File: src/rtl/tbec_pkg.sv
// Shared types and constants for the TBEC memory scrubber.
package tbec_pkg;

  localparam int TBEC_ADDR_W = 8;
  localparam int TBEC_DATA_W = 16;

  typedef enum logic [1:0] {
    TBEC_OK     = 2'b00,
    TBEC_CORR   = 2'b01,
    TBEC_UNCORR = 2'b10,
    TBEC_RSVD   = 2'b11
  } tbec_err_e;

  typedef enum logic [2:0] {
    IDLE = 3'd0,
    RD   = 3'd1,
    CHK  = 3'd2,
    WB   = 3'd3,
    HOLD = 3'd4
  } tbec_state_e;

endpackage

File: src/rtl/tbec_sat_cnt.sv
// Event counter that sticks at all-ones instead of wrapping.
module tbec_sat_cnt #(
  parameter int W = 16
) (
  input  logic         clk,
  input  logic         rst_n,
  input  logic         inc,
  output logic [W-1:0] count
);

  logic [W-1:0] count_q, count_d;

  always_comb begin
    count_d = count_q;
    if (inc && (count_q != '1)) begin
      count_d = count_q + 1'b1;
    end
  end

  always_ff @(posedge clk or negedge rst_n) begin
    if (!rst_n) begin
      count_q <= '0;
    end else begin
      count_q <= count_d;
    end
  end

  assign count = count_q;

endmodule

File: src/rtl/tbec_scrubber.sv
// Background ECC scrubber sharing one memory port with a host.
// Define TBEC_SCRUB_AUTO_EN to add an idle timer that launches passes on its own.
module tbec_scrubber
  import tbec_pkg::*;
#(
  parameter int ADDR_W         = TBEC_ADDR_W,
  parameter int DATA_W         = TBEC_DATA_W,
  parameter int CNT_W          = 16,
  parameter int SCRUB_INTERVAL = 1024
) (
  input  logic              tbec_clk,
  input  logic              rst_n,
  input  logic              start,
  input  logic              host_req,
  input  logic              host_we,
  input  logic [ADDR_W-1:0] host_addr,
  input  logic [DATA_W-1:0] host_wdata,
  output logic              host_gnt,
  output logic [ADDR_W-1:0] mem_addr,
  output logic              mem_we,
  output logic [DATA_W-1:0] mem_wdata,
  input  logic [DATA_W-1:0] dec_data,
  input  logic [1:0]        dec_err,
  output logic              busy,
  output logic              done,
  output logic [CNT_W-1:0]  corr_cnt,
  output logic [7:0]        uncorr_cnt
);

  tbec_state_e       state_q, state_d;
  logic [ADDR_W-1:0] addr_cnt_q, addr_cnt_d;
  logic [DATA_W-1:0] data_q, data_d;
  logic              done_q, done_d;
  logic              corr_inc, uncorr_inc, word_done, pass_go, timer_fire;

`ifdef TBEC_SCRUB_AUTO_EN
  localparam int TMR_W = $clog2(SCRUB_INTERVAL + 1);
  logic [TMR_W-1:0] timer_q, timer_d;

  assign timer_fire = (state_q == IDLE) && (timer_q == TMR_W'(SCRUB_INTERVAL - 1));

  // Counts only while idle; any pass start (manual or timed) reloads it.
  always_comb begin
    timer_d = timer_q + 1'b1;
    if ((state_q != IDLE) || pass_go) begin
      timer_d = '0;
    end
  end

  always_ff @(posedge tbec_clk or negedge rst_n) begin
    if (!rst_n) begin
      timer_q <= '0;
    end else begin
      timer_q <= timer_d;
    end
  end
`else
  assign timer_fire = 1'b0;
`endif

  assign pass_go = (state_q == IDLE) && (start || timer_fire);

  always_comb begin
    state_d    = state_q;
    addr_cnt_d = addr_cnt_q;
    data_d     = data_q;
    done_d     = 1'b0;
    corr_inc   = 1'b0;
    uncorr_inc = 1'b0;
    word_done  = 1'b0;
    case (state_q)
      IDLE: begin
        if (pass_go) begin
          state_d    = RD;
          addr_cnt_d = '0;
        end
      end
      RD:   state_d = CHK;
      CHK: begin
        data_d = dec_data;
        case (tbec_err_e'(dec_err))
          TBEC_OK:   word_done = 1'b1;
          TBEC_CORR: state_d = WB;
          default: begin
            uncorr_inc = 1'b1;
            word_done  = 1'b1;
          end
        endcase
      end
      WB: begin
        corr_inc  = 1'b1;
        word_done = 1'b1;
      end
      HOLD: begin
        if (!host_req) begin
          state_d = RD;
        end
      end
      default: state_d = IDLE;
    endcase
    // The pass stops after the top address rather than wrapping back to 0.
    if (word_done) begin
      if (addr_cnt_q == '1) begin
        done_d  = 1'b1;
        state_d = IDLE;
      end else begin
        addr_cnt_d = addr_cnt_q + 1'b1;
        state_d    = host_req ? HOLD : RD;
      end
    end
  end

  always_ff @(posedge tbec_clk or negedge rst_n) begin
    if (!rst_n) begin
      state_q    <= IDLE;
      addr_cnt_q <= '0;
      data_q     <= '0;
      done_q     <= 1'b0;
    end else begin
      state_q    <= state_d;
      addr_cnt_q <= addr_cnt_d;
      data_q     <= data_d;
      done_q     <= done_d;
    end
  end

  // Host gating on rst_n keeps the port write-free while reset is held.
  always_comb begin
    host_gnt  = host_req && ((state_q == IDLE) || (state_q == HOLD));
    mem_addr  = addr_cnt_q;
    mem_we    = 1'b0;
    mem_wdata = data_q;
    if (host_gnt) begin
      mem_addr  = host_addr;
      mem_we    = host_we && rst_n;
      mem_wdata = host_wdata;
    end else if (state_q == WB) begin
      mem_we = 1'b1;
    end
  end

  assign busy = (state_q != IDLE);
  assign done = done_q;

  tbec_sat_cnt #(.W(CNT_W)) u_corr_cnt (
    .clk   (tbec_clk),
    .rst_n (rst_n),
    .inc   (corr_inc),
    .count (corr_cnt)
  );

  tbec_sat_cnt #(.W(8)) u_uncorr_cnt (
    .clk   (tbec_clk),
    .rst_n (rst_n),
    .inc   (uncorr_inc),
    .count (uncorr_cnt)
  );

endmodule

File: config.mk
export PLATFORM = sky130hd
export DESIGN_NAME = tbec_scrubber
export DESIGN_NICKNAME = d
export VERILOG_FILES = /design/src/rtl/tbec_pkg.sv /design/src/rtl/tbec_sat_cnt.sv /design/src/rtl/tbec_scrubber.sv
export SDC_FILE = /design/constraint.sdc
export NUM_CORES = 1
export LEC_CHECK = 0
export CAP_MARGIN = 20
export CORE_MARGIN = 1
export CORE_UTILIZATION = 40
export CTS_BUF_LIST = sky130_fd_sc_hd__clkbuf_16
export DETAILED_ROUTE_END_ITERATION = 10
export PLACE_DENSITY = 0.76
export SYNTH_ARGS = -nofsm -noshare
export SYNTH_HDL_FRONTEND = slang
export SYNTH_SLANG_ARGS = --single-unit
File: constraint.sdc
create_clock -name tbec_clk -period 1.7 [get_ports tbec_clk]
set_input_delay 0.34 -clock tbec_clk [delete_from_list [all_inputs] [get_ports tbec_clk]]
set_output_delay 0.34 -clock tbec_clk [all_outputs]
set_load 0.01 [all_outputs]
==> results by group <==
Clock tree
  – Worst-case clock buffer depth: 2
  – Latest clock arrival within the worst-skew pair: 280 ps
  – H-tree levels: 2
  – TritonCTS clock tree: done
  – Clock root buffer: sky130_fd_sc_hd__clkbuf_16
  – Clock transition at the registers of the reported paths: 60 ps
  – Number of CTS-inserted buffers: 5
  – Clock Sink Count: 52

Layout
  – Most common cell after layout, fill and taps aside: sky130_fd_sc_hd__clkdlybuf4s50_1
  – Antenna cell count: 0
  – Fin cells: 457
  – Final core occ: 0.708
  – Layout overhead on the synthesized area: 68.0%
  – Proportion of layout cells with a drive suffix above 1: 0.382
  – Commonest cells after routing, fill and taps aside: sky130_fd_sc_hd__clkdlybuf4s50_1 (66), sky130_fd_sc_hd__dfrtp_1 (49), sky130_fd_sc_hd__buf_4 (36), sky130_fd_sc_hd__buf_6 (28), sky130_fd_sc_hd__mux2_4 (25)
  – Net count of the finished layout: 429
  – Post-Layout Inst Area: 4570 um^2

Outcome
  – Violated checks: DRC, setup timing
  – Outcome: finished with violations

Timing
  – Hold Worst Slack: 221 ps
  – Post-layout minimum cycle time: 2040 ps
  – Worst slew margin: 0.557
  – Hold violation total from the final report: 0
  – Number of setup violations in the final report: 26
  – Max-slew violation count: 0
  – Fraction of the cycle the final worst path needs: 1.20
  – Worst-case clock skew: 3.35 ps
  – Worst-margin pin slew: 665 ps
  – Slack of the critical path: -337 ps
  – Peak Freq: 491 MHz
  – Setup repair after global routing missed its margin: yes

Die
  – Die outline height: 84.5 um
  – Area inside the core boundary: 6460 um^2
  – Chip Width: 84.5 um
  – Number of primary I/O pins: 99
  – Starting Density: 0.421
  – Area of the die: 7130 um^2
  – Number of placement rows: 29

Detailed routing
  – DRC viols: 10
  – WL per Instance: 15.8 um
  – Remaining antenna violation count after routing: 0
  – Number of iterations in the first detailed-routing pass: 7
  – Avg Vias per Cell: 5.30
  – Via total after detailed routing: 2423
  – Final Routed Wirelength: 7220 um
  – Number of DRC markers in iteration 0: 72

Setup path
  – Worst reg2reg path depth: 7
  – Data required time at the worst endpoint: 1360 ps
  – Kind of critical path: flip-flop to output pin
  – Worst path cell trace: nor2_2 -> and2_4 -> buf_12 -> buf_12 -> mux2_4 -> buf_6
  – Data arrival time of the critical path: 1700 ps
  – Worst path slowest cell: sky130_fd_sc_hd__dfrtp_1
  – Most Frequent Cell on Critical Path: sky130_fd_sc_hd__buf_12
  – Highest net fanout along the worst path: 7
  – Startpoint kind of the worst setup timing path: flip-flop
  – Category of the worst setup path capture point: output pin
  – Slowest Stage Delay on Critical Path: 390 ps

Job
  – Max-capacitance violation count: 0

GRT
  – Via count of the first global-routing pass: 2393
  – Global-route wire length before repair: 11500 um
  – Largest net degree at the start of global routing: 53
  – Initial antenna violation count: 0
  – Aggregate global-route resource usage: 0.202
  – Grt total ovfl: 0

Yosys
  – Share of synthesized cell area in and, or, nand and nor gates: 0.173
  – Xor/xnor cell area share of the yosys netlist: 0.0676
  – Register bit count reported by yosys: 52
  – Number of enable flip-flop cells after synthesis: 0
  – Post-Syn Instances: 236
  – Mux share of post-synthesis cell area: 0.206
  – Adder-Cell Fraction of Synth Area: 0.0138
  – Sequential share of the synthesized area: 0.478
  – Async SR Flop Fraction: 1.00
  – Compound-Gate Fraction of Synth Area: 0.0428
  – Largest family of logic cells by synthesized area: multiplexers
  – Synth warnings: 0
  – Synth Cell Area: 2720 um^2
  – Post-synthesis area per instance: 11.5 um^2
  – Dominant synthesized flop cell: sky130_fd_sc_hd__dfrtp_1
  – Synth cell types: 42
  – Net count after synthesis: 286

Min path
  – Path type of the worst min-delay path: input pin to asynchronous set/reset pin

Power and ir drop
  – Leakage power: 2.15 nW
  – Cell Pwr Density: 1370 nW/um^2
  – IR Drop Worst-Case VDD: 0.766 mV

Place
  – Final HPWL DP: 4800 um
  – Cell Count Post-Placement: 436
  – Number of input and output port buffers inserted: 98
  – Placed Area: 4050 um^2
  – Worst slack after detailed placement: -664 ps
  – Global placer's final weighted congestion: 0.843
==> cell usage after synthesis, drive strengths merged (2+ instances only) <==
cell	n	area, um^2
xnor2	7	61.3
nand3b	2	15.0
nand2	19	71.3
xor2	14	123
ha	3	37.5
a21oi	3	15.0
dfrtp	52	1300
nor3	8	40.0
nand3	11	55.1
o211ai	2	15.0
o21ai	5	25.0
and4	2	17.5
a211oi	2	20.0
inv	2	7.51
nand2b	3	18.8
buf	6	35.0
clkbuf	2	7.51
mux2	44	499
nor2b	2	12.5
and3	4	25.0
mux2i	6	60.1
nand4	9	68.8
nor2	10	40.0
nor4	6	52.6
==> layer usage <==
layer	share of wire	vias up	global-route usage	wire, um
met5	0	-	0	0
met4	0.012	0	0.0524	85
met3	0.053	8	0.0354	379
met2	0.49	84	0.342	3510
met1	0.45	1187	0.269	3250
li1	-	1144	-	-
==> final cells by class <==
type                            instances  area, um^2
Clock buffer                            5         125
Multi-Input combinational cell        174        1560
Fill cell                             470        1890
Inverter                                2        7.51
Sequential cell                        52        1310
Timing Repair Buffer                  144        1470
Tap cell                               77        96.3
Clock inverter                          3        11.3
==> critical path, delay by kind of cell, from the launching register on <==
kind / cells / cell delay, ps
buffers and inverters: 3 / 370
multiplexers: 1 / 310
flip-flops: 1 / 390
AND/OR/NAND/NOR: 2 / 330
==> timing repair <==
item                                    4_1_cts  5_1_grt
buffers inserted                              3        8
pin swaps                                     3        5
endpoints found under the setup margin       28       48
resized for setup                           168       16
gates cloned                                  3        0
hold buffers                                  0        0
==> registers in the layout (all words and copies together) (netlist names) <==
register,cells
done,1
u_corr_cnt.count,16
data_q,16
state_q,3
addr_cnt_q,8
u_uncorr_cnt.count,8
==> kinds of logic after synthesis <==
| group | count (synthesis) |
|---|---|
| multiplexers | 50 |
| buffers and inverters | 10 |
| AO/OA/AOI/OAI | 17 |
| XOR/XNOR | 21 |
| AND/OR/NAND/NOR | 83 |
| flip-flops | 52 |
| adder cells (fa/ha/maj) | 3 |
==> where the power goes <==
group / switching (mW) / internal [mW] / total (mW)
combinational: 1.33 / 2.15 / 3.48
sequential: 0.234 / 1.59 / 1.83
clock: 0.408 / 0.530 / 0.938
total: 1.97 / 4.28 / 6.24
==> stage by stage <==
step,setup TNS (ps),total power [mW]
6_report,-8000,6.24
4_1_cts,-8520,6.16
2_1_floorplan,-75.0,3.24
3_5_place_dp,-18120,4.62
3_3_place_gp,-17310,4.54
5_1_grt,-9510,6.58
==> worst paths after layout <==
path / slack [ps] / endpoint / from
worst max register to register: 50 / u_corr_cnt.count[1] / u_corr_cnt.count[1]
min in group tbec_clk: 380 / state_q[0] / host_req
max in group asynchronous: 1010 / u_corr_cnt.count[0] / rst_n
worst min-delay path: 220 / u_corr_cnt.count[7] / rst_n
worst min register to register: 500 / u_uncorr_cnt.count[7] / u_uncorr_cnt.count[7]
worst max-delay path: -340 / mem_wdata[3] / state_q[0]
Note: power is estimated with default switching activity, not from simulation.
